`src/rtl/pfw_pkg.sv`:
```
// Shared definitions for the pattern frame writer: bus widths, FSM state
// encoding and pattern-mode codes.
package pfw_pkg;

    localparam int unsigned PIX_W  = 24;
    localparam int unsigned ADDR_W = 6;

    localparam logic [1:0] ST_IDLE  = 2'd0;
    localparam logic [1:0] ST_WRITE = 2'd1;
    localparam logic [1:0] ST_SEND  = 2'd2;
    localparam logic [1:0] ST_HOLD  = 2'd3;

    typedef enum logic [1:0] {
        StIdle  = ST_IDLE,
        StWrite = ST_WRITE,
        StSend  = ST_SEND,
        StHold  = ST_HOLD
    } state_e;

    localparam logic [1:0] MODE_SOLID = 2'd0;
    localparam logic [1:0] MODE_GRAD  = 2'd1;
    localparam logic [1:0] MODE_COL   = 2'd2;
    localparam logic [1:0] MODE_CHECK = 2'd3;

endpackage

```
`src/rtl/pfw_pattern_gen.sv`:
```
// Combinational pixel generator for the 8x8 matrix.
// Ports:
//   mode   pattern select (solid, gradient, moving column, checkerboard)
//   color  foreground colour {R,G,B}
//   row    pixel row 0..7
//   col    pixel column 0..7
//   phase  animation phase
//   pixel  resulting colour {R,G,B}
module pfw_pattern_gen
    import pfw_pkg::*;
(
    input  logic [1:0]       mode,
    input  logic [PIX_W-1:0] color,
    input  logic [2:0]       row,
    input  logic [2:0]       col,
    input  logic [7:0]       phase,
    output logic [PIX_W-1:0] pixel
);

    always_comb begin
        pixel = '0;
        case (mode)
            MODE_SOLID: pixel = color;
            // Red ramps with column, green with row, blue tracks the phase.
            MODE_GRAD:  pixel = {col, 5'b0, row, 5'b0, phase};
            MODE_COL:   pixel = (col == phase[2:0]) ? color : '0;
            MODE_CHECK: pixel = (row[0] ^ col[0] ^ phase[0]) ? color : '0;
            default:    pixel = '0;
        endcase
    end

endmodule

```
`src/rtl/pattern_frame_writer.sv`:
```
// Frame source for the DM163 colour-shield driver. Writes all 64 pixels of
// the current animated pattern, requests a frame send, waits FRAME_HOLD
// cycles and advances the animation phase.
// Ports:
//   clk, rst_n   clock, asynchronous active-low reset
//   enable       start a new frame when idle
//   mode, color  pattern select and foreground colour, captured at frame start
//   ready        driver accepts a write or send this cycle
//   write_en     pixel write strobe (pixel_addr/pixel_value valid)
//   pixel_addr   {row, col}
//   pixel_value  pixel colour
//   send_frame   one-cycle request to latch and display the frame
//   frame_done   one-cycle pulse the cycle after send_frame
//   busy         high whenever not idle
module pattern_frame_writer
    import pfw_pkg::*;
#(
    parameter int unsigned FRAME_HOLD = 1_000_000
) (
    input  logic              clk,
    input  logic              rst_n,
    input  logic              enable,
    input  logic [1:0]        mode,
    input  logic [PIX_W-1:0]  color,
    input  logic              ready,
    output logic              write_en,
    output logic [ADDR_W-1:0] pixel_addr,
    output logic [PIX_W-1:0]  pixel_value,
    output logic              send_frame,
    output logic              frame_done,
    output logic              busy
);

    localparam int unsigned HOLD_W = $clog2(FRAME_HOLD + 1);

    state_e              state_q;
    logic [ADDR_W-1:0]   addr_q;
    logic [7:0]          phase_q;
    logic [HOLD_W-1:0]   hold_q;
    logic [1:0]          snap_mode_q;
    logic [PIX_W-1:0]    snap_color_q;
    logic                frame_done_q;
    logic [PIX_W-1:0]    gen_pixel;

    always_ff @(posedge clk or negedge rst_n) begin
        if (!rst_n) begin
            state_q      <= StIdle;
            addr_q       <= '0;
            phase_q      <= '0;
            hold_q       <= '0;
            snap_mode_q  <= '0;
            snap_color_q <= '0;
            frame_done_q <= 1'b0;
        end else begin
            frame_done_q <= 1'b0;
            case (state_q)
                StIdle: begin
                    // Snapshot the pattern so mid-frame input changes are ignored.
                    if (enable && ready) begin
                        snap_mode_q  <= mode;
                        snap_color_q <= color;
                        addr_q       <= '0;
                        state_q      <= StWrite;
                    end
                end
                StWrite: begin
                    if (ready) begin
                        if (addr_q == ADDR_W'(63)) begin
                            addr_q  <= '0;
                            state_q <= StSend;
                        end else begin
                            addr_q <= addr_q + ADDR_W'(1);
                        end
                    end
                end
                StSend: begin
                    if (ready) begin
                        phase_q      <= phase_q + 8'd1;
                        hold_q       <= HOLD_W'(FRAME_HOLD - 1);
                        frame_done_q <= 1'b1;
                        state_q      <= StHold;
                    end
                end
                StHold: begin
                    if (hold_q == '0) begin
                        state_q <= StIdle;
                    end else begin
                        hold_q <= hold_q - HOLD_W'(1);
                    end
                end
                default: state_q <= StIdle;
            endcase
        end
    end

    pfw_pattern_gen u_pattern_gen (
        .mode  (snap_mode_q),
        .color (snap_color_q),
        .row   (addr_q[5:3]),
        .col   (addr_q[2:0]),
        .phase (phase_q),
        .pixel (gen_pixel)
    );

    // Write/send strobes follow ready directly so a stalled cycle issues nothing.
    always_comb begin
        write_en    = (state_q == StWrite) && ready;
        send_frame  = (state_q == StSend) && ready;
        pixel_addr  = (state_q == StWrite) ? addr_q : '0;
        pixel_value = (state_q == StWrite) ? gen_pixel : '0;
        frame_done  = frame_done_q;
        busy        = (state_q != StIdle);
    end

endmodule

```
`config.mk`:
```
export PLATFORM = sky130hd
export DESIGN_NAME = pattern_frame_writer
export DESIGN_NICKNAME = d
export VERILOG_FILES = /design/src/rtl/pfw_pkg.sv /design/src/rtl/pfw_pattern_gen.sv /design/src/rtl/pattern_frame_writer.sv
export SDC_FILE = /design/constraint.sdc
export NUM_CORES = 1
export LEC_CHECK = 0
export ABC_CLOCK_PERIOD_IN_PS = 3700
export CORE_MARGIN = 1.5
export CORE_UTILIZATION = 35
export CTS_CLUSTER_DIAMETER = 60
export CTS_CLUSTER_SIZE = 25
export DETAILED_ROUTE_END_ITERATION = 12
export SLEW_MARGIN = 15
export SYNTH_ARGS = -nofsm -noshare
export SYNTH_HDL_FRONTEND = slang
export SYNTH_SLANG_ARGS = --single-unit
```
`constraint.sdc`:
```
create_clock -name clk -period 3.7 [get_ports clk]
set_clock_uncertainty 0.15 [all_clocks]
set_input_delay 0.555 -clock clk [delete_from_list [all_inputs] [get_ports clk]]
set_output_delay 0.555 -clock clk [all_outputs]
set_load 0.05 [all_outputs]
```
==> flow_summary.ini <==
[floorplan]
die_w_um = 99.5
start_util = 0.356
core_area_mm2 = 0.00915
ioPinCount = 64
num_rows = 35
die_y_um = 99.5
dieArea_mm2 = 0.00990

[global_route]
grtUsageTotal = 0.162
grt_max_degree = 45
grt_pass1_wl_um = 12600
grt_antenna_before_repair = 0
overflow = 0
grt_pass1_vias = 2583

[synthesis]
synth_edf_count = 0
synth_area_leaders = dfrtp_1, mux2_2, a22o_1
yosys.area_share.simple = 0.187
avgSynthCellArea_um2 = 10.7
yosys.area_share.adder = 0.0307
yosysMostFrequentCell = dfrtp_1
yosysWarnings = 0
synth.distinct_cells = 46
synthArstFlopShare = 1.00
synthCells = 306
synth-xor-area-share = 0.0457
netlist_area_mm2 = 0.00326
synth_top_area_frac = 0.484
synth_seq_area_share = 0.484
ys.flop_type = dfrtp_1
ys_ff_latch = 63
synth.area.mux_share = 0.122
synth_top_family_by_area = simple AND/OR/NAND/NOR gates
yosysTopAreaCell = dfrtp_1
synth_nets = 344
synth_compound_area_frac = 0.107
yosys-top-cells-count = dfrtp_1, nand2_1, mux2_2, and2_1, nor2_1

[power_and_ir_drop]
power_density_mw_per_mm2 = 773
ir_worst_vdd_mv = 0.296
p_int_mw = 2.14
p_sw_mw = 1.34
clock_power_share = 0.207
swShare = 0.385
p_leak_nw = 1.94
combPwrFrac = 0.458
power_frac_seq = 0.335

[clock_network]
cts_hold_buffers = 0
clockBufferDepth = 2
h-tree-depth = 3
cts_tree = built
post_cts_resized = 0
clock_sinks = 63
clk_pin_slew_ns = 0.07
cts-root-buf = clkbuf_8
insertion_delay_ns = 0.34
post_cts_buffers = 0
cts-buffers-inserted = 9

[detailed_routing]
drt_pass1_iterations = 4
wl_um = 7560
via_count = 2523
drc = 0
vias_per_cell = 5.14
drtIter0Drc = 87
wl_per_cell_um = 15.4
ant_nets = 0

[sta]
setup_viol = 0
hold-worst-slack_ns = 0.0190
worstMarginPinSlew_ns = 0.831
maxSlewViolCount = 0
finalSetupTns_ns = 0
fin_crit_ns = 3.05
fmax_mhz = 328
slew_headroom = 0.441
period_share = 0.825
finalHoldViolations = 0
rsz0062_at_grt = false

[finish]
area_growth_pct = 38.3
drive_gt1_frac = 0.211
multiInputGateArea_mm2 = 0.00161
nets = 413
regArea_mm2 = 0.00158
n_antenna_cell = 0
fill_cells = 834

[status]
status = completed

[critical_path]
critPathRequiredTime_ns = 2.99
worstPathBufferInverterCount = 4
startpoint_type = flop
rrSetupSlack_ns = 1.00
cp_top_family = buffers and inverters
worst-r2r-cell-count = 5
worstPathCellList = inv_1 -> ha_1 -> inv_1 -> a21oi_1 -> buf_4 -> a22o_1 -> buf_12
worstPathArrival_ns = 2.35
crit_path_max_fanout = 23
cpMostUsedCell = inv_1
slowest_stage = ha_1
regToRegEndpoint = state_q[1]
slowest_delay_ns = 0.46
end_kind = output pin
regToRegStartpoint = hold_q[6]
worstSetupPathType = flop to output pin

[job]
maxCapViolCount = 0

[hold_path]
hold_class = input port to async pin

[placed_design]
io_buffers = 63
dpl.hpwl_um = 5320
routabilityCongestion = 0.785
-- worst reg2reg max path: stages, from the launching register on --
cell and delay (ns):
dfrtp_1 0.41, or4_4 0.55, or4_4 0.47, or2_4 0.30
a221o_1 0.41, mux2_4 0.31
-- power by group through the flow --
stage | clock [mW] | combinational, mW | sequential [mW]
finish | 0.721 | 1.60 | 1.17
global route | 0.772 | 1.73 | 1.21
CTS | 0.738 | 1.61 | 1.17
detailed placement | 0 | 1.61 | 1.18
global placement | 0 | 1.58 | 1.17
floorplan | 0 | 1.04 | 1.12
-- per-stage QoR --
step                      power, mW  std cells  cell area (um2)  utilization  setup slack [ns]
final                          3.48        491             4510        0.492             0.648
after floorplan                2.16        306             3260            -              1.00
after detailed placement       2.79        475             4270        0.467             0.684
after global routing           3.72        491             4510        0.492             0.378
after CTS                      3.52        491             4510        0.492             0.608
after global placement         2.75        475             4270        0.467             0.703
-- placed cells by master, fill, tap and decap left out, types with 2 or more instances in the layout --
cell             count
dfrtp_1             63
clkdlybuf4s50_1     38
nand2_1             30
mux2_2              27
buf_12              24
nor2_1              18
and2_1              18
a22o_1              14
xnor2_1             11
nand3_1             11
o21ai_0             11
clkbuf_8             9
inv_1                8
mux2i_1              8
ha_1                 8
buf_4                7
nand4_1              6
xor2_1               6
a21oi_1              5
nor3_1               5
and3_1               5
nand2b_1             4
o31ai_1              4
nor4_1               3
o211ai_1             3
bufinv_16            3
or4_4                2
or4_1                2
a2111oi_0            2
clkinv_2             2
-- kinds of logic (layout without fill, tap and decap cells) --
kind of cell | count (synthesis) | count (layout)
adder cells (fa/ha/maj) | 8 | 8
AO/OA/AOI/OAI | 48 | 48
AND/OR/NAND/NOR | 114 | 114
flip-flops | 63 | 63
multiplexers | 36 | 36
buffers and inverters | 20 | 94
XOR/XNOR | 17 | 17
-- flip-flops by register name, indices dropped and copies added (netlist names) --
signal / cells
hold_q: 20
snap_color_q: 24
snap_mode_q: 2
addr_q: 6
frame_done: 1
phase_q: 8
state_q: 2
-- layout make-up --
cell class / instances / area share
Multi-Input combinational cell: 223 / 0.356
Sequential cell: 63 / 0.350
Timing Repair Buffer: 70 / 0.204
Tap cell: 111 / 0.0308
Clock buffer: 10 / 0.0283
Clock inverter: 6 / 0.0242
Inverter: 8 / 0.00666
-- per-layer routing --
metal | track usage | wire length, um | vias to the layer above
li1 | - | - | 1233
met1 | 0.224 | 3710 | 1217
met2 | 0.254 | 3470 | 67
met3 | 0.0365 | 331 | 6
met4 | 0.0488 | 53 | 0
met5 | 0 | 0 | -
-- worst max-delay path by stage --
| stage | slack (ns) | from | cells past startpoint | to |
|---|---|---|---|---|
| 2_1_floorplan | 1.00 | phase_q[2] | 7 | pixel_value[13] |
| 3_3_place_gp | 0.70 | ready | 4 | send_frame |
| 4_1_cts | 0.61 | state_q[1] | 7 | pixel_value[5] |
| 3_5_place_dp | 0.68 | ready | 4 | send_frame |
| 5_1_grt | 0.38 | state_q[1] | 7 | pixel_value[6] |
| 6_report | 0.65 | state_q[1] | 7 | pixel_value[22] |
(Power assumes the default switching activity.)
